[config.mk]
export PLATFORM = sky130hd
export DESIGN_NAME = t05_header_byte_packer_flat
export DESIGN_NICKNAME = d
export VERILOG_FILES = /design/src/rtl/t05_header_byte_packer_if.sv /design/src/rtl/t05_header_byte_packer.sv /design/src/flat_wrapper.sv
export SDC_FILE = /design/constraint.sdc
export NUM_CORES = 1
export LEC_CHECK = 0
export ABC_AREA = 0
export CELL_PAD_IN_SITES_DETAIL_PLACEMENT = 1
export CELL_PAD_IN_SITES_GLOBAL_PLACEMENT = 2
export CORE_ASPECT_RATIO = 1.1
export CORE_MARGIN = 1.5
export CORE_UTILIZATION = 43
export DETAILED_ROUTE_END_ITERATION = 8
export PLACE_DENSITY_LB_ADDON = 0.1
export RECOVER_POWER = 50
export SYNTH_ARGS = -nofsm -noshare
export SYNTH_HDL_FRONTEND = slang
export SYNTH_SLANG_ARGS = --single-unit
export TNS_END_PERCENT = 1
[constraint.sdc]
create_clock -name i_clk -period 4.97 [get_ports i_clk]
set_clock_uncertainty 0.15 [all_clocks]
set_input_delay 0.994 -clock i_clk [delete_from_list [all_inputs] [get_ports i_clk]]
set_output_delay 0.994 -clock i_clk [all_outputs]
set_load 0.005 [all_outputs]
[src/rtl/t05_header_byte_packer_if.sv]
// Bit-stream in / byte-stream out bundle for t05_header_byte_packer.
// The master side is the producer of header bits and the consumer of packed bytes.
interface t05_header_byte_packer_if;
  logic       bit_in;
  logic       bit_valid;
  logic       flush;
  logic [7:0] byte_out;
  logic       byte_valid;
  logic       byte_ready;
  logic       done;
  logic       overflow;

  modport master (
    output bit_in, bit_valid, flush, byte_ready,
    input  byte_out, byte_valid, done, overflow
  );

  modport slave (
    input  bit_in, bit_valid, flush, byte_ready,
    output byte_out, byte_valid, done, overflow
  );
endinterface

[src/rtl/t05_header_byte_packer.sv]
// Packs a serial header bit stream MSB-first into bytes and queues them in a small FIFO.
// Optional total-bit counter (o_bit_total) is built when T05_BIT_COUNT_EN is defined.
//
// state    | meaning
// ST_PACK  | accepting bits, pushing each completed byte
// ST_DRAIN | flush seen; waiting for the FIFO to empty, bits rejected
// ST_DONE  | one-cycle done pulse, bits accepted as in ST_PACK
module t05_header_byte_packer #(
  parameter int DEPTH = 4
`ifdef T05_BIT_COUNT_EN
  , parameter int CNT_W = 16
`endif
) (
  input  logic                      i_clk,
  input  logic                      i_rst,
  t05_header_byte_packer_if.slave   io_bus
`ifdef T05_BIT_COUNT_EN
  , output logic [CNT_W-1:0]        o_bit_total
`endif
);

  localparam int AW = $clog2(DEPTH);
  localparam logic [AW:0] DEPTH_C = (AW+1)'(DEPTH);

  typedef enum logic [1:0] {ST_PACK, ST_DRAIN, ST_DONE} state_t;

  state_t      r_state;
  state_t      w_state_nxt;
  logic        w_done;

  logic [7:0]  r_sreg;
  logic [2:0]  r_bit_cnt;
  logic [7:0]  r_mem [DEPTH];
  logic [AW-1:0] r_wptr;
  logic [AW-1:0] r_rptr;
  logic [AW:0] r_count;
  logic        r_overflow;

  logic        w_accept;
  logic        w_flush_pk;
  logic [7:0]  w_sreg_shift;
  logic [2:0]  w_cnt_inc;
  logic        w_push;
  logic [7:0]  w_push_data;
  logic [7:0]  w_sreg_nxt;
  logic [2:0]  w_bit_cnt_nxt;
  logic        w_full;
  logic        w_pop;
  logic        w_wr;
  logic        w_drop;
  logic        w_drain_bit;

  // Datapath: bit accept, byte completion and flush padding
  always_comb begin
    w_accept     = io_bus.bit_valid && (r_state != ST_DRAIN);
    w_flush_pk   = io_bus.flush && (r_state == ST_PACK);
    w_sreg_shift = w_accept ? {r_sreg[6:0], io_bus.bit_in} : r_sreg;
    w_cnt_inc    = w_accept ? (r_bit_cnt + 3'd1) : r_bit_cnt;
    // A completed byte wraps w_cnt_inc to 0, so a flush on that edge adds no pad byte
    w_push       = (w_accept && (r_bit_cnt == 3'd7)) ||
                   (w_flush_pk && (w_cnt_inc != 3'd0));
    w_push_data  = (w_cnt_inc == 3'd0) ? w_sreg_shift
                                       : (w_sreg_shift << (3'd0 - w_cnt_inc));
    w_bit_cnt_nxt = w_flush_pk ? 3'd0 : w_cnt_inc;
    w_sreg_nxt    = w_flush_pk ? 8'h00 : w_sreg_shift;
    w_drain_bit   = io_bus.bit_valid && (r_state == ST_DRAIN);
  end

  always_comb begin
    w_full = (r_count == DEPTH_C);
    w_pop  = (r_count != '0) && io_bus.byte_ready;
    // A pop frees the slot on the same edge, so a push into a full FIFO still lands
    w_wr   = w_push && (!w_full || w_pop);
    w_drop = w_push && w_full && !w_pop;
  end

  always_comb begin
    w_state_nxt = r_state;
    w_done      = 1'b0;
    case (r_state)
      ST_PACK:  if (io_bus.flush) w_state_nxt = ST_DRAIN;
      ST_DRAIN: if (r_count == '0) w_state_nxt = ST_DONE;
      ST_DONE: begin
        w_done      = 1'b1;
        w_state_nxt = ST_PACK;
      end
      default:  w_state_nxt = ST_PACK;
    endcase
  end

  always_ff @(posedge i_clk) begin
    if (i_rst) begin
      r_state    <= ST_PACK;
      r_sreg     <= 8'h00;
      r_bit_cnt  <= 3'd0;
      r_wptr     <= '0;
      r_rptr     <= '0;
      r_count    <= '0;
      r_overflow <= 1'b0;
    end else begin
      r_state    <= w_state_nxt;
      r_sreg     <= w_sreg_nxt;
      r_bit_cnt  <= w_bit_cnt_nxt;
      r_overflow <= r_overflow | w_drop | w_drain_bit;
      if (w_wr)  r_wptr <= r_wptr + 1'b1;
      if (w_pop) r_rptr <= r_rptr + 1'b1;
      case ({w_wr, w_pop})
        2'b10:   r_count <= r_count + 1'b1;
        2'b01:   r_count <= r_count - 1'b1;
        default: r_count <= r_count;
      endcase
    end
  end

  always_ff @(posedge i_clk) begin
    if (!i_rst && w_wr) r_mem[r_wptr] <= w_push_data;
  end

  assign io_bus.byte_valid = (r_count != '0);
  assign io_bus.byte_out   = (r_count != '0) ? r_mem[r_rptr] : 8'h00;
  assign io_bus.done       = w_done;
  assign io_bus.overflow   = r_overflow;

`ifdef T05_BIT_COUNT_EN
  logic [CNT_W-1:0] r_bit_total;

  // Saturating count of accepted bits; pad bits never pass through w_accept
  always_ff @(posedge i_clk) begin
    if (i_rst) begin
      r_bit_total <= '0;
    end else if (w_accept && (r_bit_total != '1)) begin
      r_bit_total <= r_bit_total + 1'b1;
    end
  end

  assign o_bit_total = r_bit_total;
`else
  // Default build carries no bit counter.
`endif

endmodule

[src/flat_wrapper.sv]
// flat-port wrapper written by rule: the top's interface ports become plain ports
module t05_header_byte_packer_flat 
#(
  parameter int DEPTH = 4

)
  (i_clk, i_rst, io_bus_bit_in, io_bus_bit_valid, io_bus_flush, io_bus_byte_ready, io_bus_byte_out, io_bus_byte_valid, io_bus_done, io_bus_overflow);
  t05_header_byte_packer_if io_bus_i ();
  input  logic i_clk;
  input  logic i_rst;
  input wire logic [$bits(io_bus_i.bit_in)-1:0] io_bus_bit_in;
  input wire logic [$bits(io_bus_i.bit_valid)-1:0] io_bus_bit_valid;
  input wire logic [$bits(io_bus_i.flush)-1:0] io_bus_flush;
  input wire logic [$bits(io_bus_i.byte_ready)-1:0] io_bus_byte_ready;
  output wire logic [$bits(io_bus_i.byte_out)-1:0] io_bus_byte_out;
  output wire logic [$bits(io_bus_i.byte_valid)-1:0] io_bus_byte_valid;
  output wire logic [$bits(io_bus_i.done)-1:0] io_bus_done;
  output wire logic [$bits(io_bus_i.overflow)-1:0] io_bus_overflow;
  assign io_bus_i.bit_in = io_bus_bit_in;
  assign io_bus_i.bit_valid = io_bus_bit_valid;
  assign io_bus_i.flush = io_bus_flush;
  assign io_bus_i.byte_ready = io_bus_byte_ready;
  assign io_bus_byte_out = io_bus_i.byte_out;
  assign io_bus_byte_valid = io_bus_i.byte_valid;
  assign io_bus_done = io_bus_i.done;
  assign io_bus_overflow = io_bus_i.overflow;
  t05_header_byte_packer #(.DEPTH(DEPTH)) u_core (.i_clk(i_clk), .i_rst(i_rst), .io_bus(io_bus_i));
endmodule
==> results.toml, run 1 <==
[pwr]
p_int_w = 0.000744
peakVddDrop_mv = 0.161
power_frac_seq_pct = 51.3
pwr-share-clk_pct = 28.0
leakage_nw = 1.11
finalPower_w = 0.00103
combPwrFrac_pct = 20.8
p_sw_share_pct = 27.9
p_switching_w = 0.000288
powerDensity_nw_per_um2 = 337

[timing]
hold_viol = 0
final.setup.tns_ns = 0
finalCritPeriodShare_pct = 89.0
clock.fmax_mhz = 226
worstMarginPinSlew_ns = 0.702
period_needed_ns = 4.42
maxSlewViolCount = 0
rsz0062_at_grt = "no"
finalSetupViolCount = 0
slew_headroom_pct = 53.2

[floorplanning]
fp.dieH_um = 86.9
core_area_um2 = 6190
start_util_pct = 44.5
num_rows = 30
dieArea_um2 = 6890
die_w_um = 79.3
pin_count = 17

[placement]
gp_congestion = 0.850
portBuffers = 16
hpwl_um = 4520

[critical_path]
crit_fanout = 14
r2r_start = "u_core.r_state[1]"
slowest_delay_ns = 0.74
crit_end = "u_core.r_mem[2][6]"
cp-startpoint = "io_bus_bit_valid"
r2r_cells = 11
cp.required_ns = 4.83
end_kind = "flip-flop"
critPathLaunchType = "primary input"
reg2reg_slack_ns = 1.43
r2r_end = "u_core.r_mem[2][6]"
cp.arrival_ns = 4.28
crit_chain = "dlygate4sd3_1 -> inv_1 -> nor2_1 -> xnor2_1 -> ha_1 -> ha_1 -> clkbuf_1 -> nor2_1 -> nand2_1 -> a21oi_1 -> a22oi_1 -> o211ai_1"
worst-setup-path-type = "in2reg"
slowest_stage = "dlygate4sd3_1"

[global_route]
met3_usage_pct = 2.20
grt_usage_pct = 19.1
met2_usage_pct = 32.8
grt_pass1_wl_um = 10200
grt_pass1_vias = 1957
grt_most_used_layer = "met2"
grt_max_degree = 18
antenna_found_initial = 0
grt-ovfl-total = 0
met1_usage_pct = 25.9

[synthesis]
synth-edff-count = 32
avgSynthCellArea_um2 = 11.1
postSynthCellCount = 247
yosysSeqAreaShare_pct = 51.6
syn-cell-area_um2 = 2750
synth_seq_cells = 55
ys_async_sr_fraction_pct = 0
yosysUniqueCellTypes = 54
synthFlopType = "edfxtp_1"
mappedNetlistNets = 262
yosysWarnings = 0

[layout]
nets = 273
antenna_cells = 0
multi_input_comb_area_um2 = 1220
fillers = 696
drive_gt1_share_pct = 7.72
syn_to_final_growth_pct = 11.3
ff_latch_area_um2 = 1420

[clock_tree]
tritoncts = "built"
cts_setup_buffers = 0
cts-htree-levels = 2
cts_buffer_depth = 2
clock_sink_count = 55
cts_root_buf = "clkbuf_8"
clk-insertion-delay-late_ns = 0.30
holdBufCountCts = 0
cts_made_buffers = 5
postCtsResizedCells = 0
path_clk_slew_ns = 0.09

[routing]
via_count = 1919
avgRoutedWirePerCell_um = 17.6
drt_iter0_markers = 101
drtAntennaViolNets = 0
routed_wl_um = 5980
drc_errors = 0
first_pass_iters = 4
viasPerCell = 5.66

[worst_hold_path]
holdCritPathClass = "reg2reg"

[flow_run]
cap_violations = 0

[status]
status = "completed"
==> area by class of cell <==
cell class | instances | area share, %
Clock buffer | 6 | 2.37
Tap cell | 80 | 3.27
Clock inverter | 2 | 1.22
Inverter | 11 | 1.35
Timing Repair Buffer | 18 | 5.47
Multi-Input combinational cell | 167 | 40.0
Sequential cell | 55 | 46.4
==> worst min-delay path by stage <==
stage                           start                     end  slack [ns]  cells after the start
2_1_floorplan  u_core.io_bus.overflow  u_core.io_bus.overflow        0.32                      2
3_3_place_gp   u_core.io_bus.overflow  u_core.io_bus.overflow        0.33                      2
3_5_place_dp   u_core.io_bus.overflow  u_core.io_bus.overflow        0.33                      2
4_1_cts        u_core.io_bus.overflow  u_core.io_bus.overflow        0.36                      2
5_1_grt        u_core.io_bus.overflow  u_core.io_bus.overflow        0.42                      2
6_report       u_core.io_bus.overflow  u_core.io_bus.overflow        0.35                      2
==> cells in the mapped netlist, types with 2 or more instances <==
cell type,instances,area (µm²)
edfxtp_1,32,961
dfxtp_1,23,460
nand2_1,18,67.6
nor2_1,15,56.3
and2_1,13,81.3
a21oi_1,12,60.1
clkbuf_1,10,37.5
inv_1,10,37.5
nor3_1,10,50.1
ha_1,8,100
mux4_2,8,180
o211ai_1,7,52.6
nand3_1,6,30.0
nand2b_1,5,31.3
nor2b_1,5,31.3
o21ai_0,5,25.0
mux2i_1,4,40.0
xnor2_1,4,35.0
a211o_1,3,26.3
a21o_1,3,22.5
a22oi_1,3,22.5
and3_1,3,18.8
o221ai_1,3,26.3
a221o_1,2,20.0
a32oi_1,2,17.5
buf_2,2,10.0
nor3b_1,2,15.0
o22ai_1,2,12.5
xor2_1,2,17.5
==> power groups by stage <==
stage	sequential [W]	combinational [W]	clock (W)
after floorplan	0.000526	0.000163	0
after global placement	0.000539	0.000218	0
after detailed placement	0.000540	0.000224	0
after CTS	0.000530	0.000225	0.000299
after global routing	0.000534	0.000242	0.000311
final	0.000529	0.000214	0.000289
==> state kept, by name, summed over array words and instances (netlist names), named ones only <==
name / count
u_core.r_bit_cnt: 3
u_core.r_rptr: 2
u_core.r_mem: 32
u_core.r_wptr: 2
u_core.r_count: 3
u_core.io_bus.overflow: 1
u_core.r_state: 2
u_core.r_sreg: 8
==> placed cells by master (no fill, tap or decap), drive strengths merged, types with 3 or more instances in the layout <==
cell	instances
nor3	10
a21o	3
o211ai	7
a21oi	12
a22oi	3
nand3	6
nand2b	5
mux4	8
ha	8
nand2	19
and3	3
dfxtp	23
clkbuf	8
inv	11
a211o	3
dlygate4sd3	14
edfxtp	32
o21ai	7
and2	13
nor2b	6
nor2	15
o221ai	3
xnor2	4
mux2i	4
==> metrics by stage <==
step	instance area, µm²	setup slack (ns)	cells	util (%)	hold slack, ns
after floorplan	2750	1.24	247	-	0.321
after global placement	2960	0.487	331	47.8	0.325
after detailed placement	2960	0.378	331	47.8	0.331
after CTS	3070	0.706	339	49.6	0.361
after global routing	3070	0.178	339	49.5	0.416
final	3070	0.546	339	49.5	0.346
==> routing by layer <==
metal,up-vias,wire length [µm],part of all wire (%)
met5,-,0,0
met4,0,59,0.99
met3,6,105,1.8
met2,26,3010,50
met1,950,2810,47
li1,937,-,-
==> cell families after synthesis <==
family,Yosys count,share of synthesized area (%)
AND/OR/NAND/NOR,84,15.7
AO/OA/AOI/OAI,56,14.5
flip-flops,55,51.6
buffers and inverters,25,3.91
multiplexers,12,8.00
adder cells (fa/ha/maj),9,4.36
XOR/XNOR,6,1.91
==> worst max-delay path, delay by kind of cell <==
| family | cells | cell delay (ns) |
|---|---|---|
| compound gates | 3 | 0.51 |
| simple gates | 3 | 0.84 |
| fa+ha+maj | 2 | 0.35 |
| xor+xnor | 1 | 0.20 |
| buf+inv | 3 | 1.38 |
Power figures use the tool's default switching activity.
==> inputs of run 2 (changes only) <==
Settings changed: CAP_MARGIN set to 20.
==> results of run 2 <==
The final DEF is identical to that of run 1; final timing and power are the same.
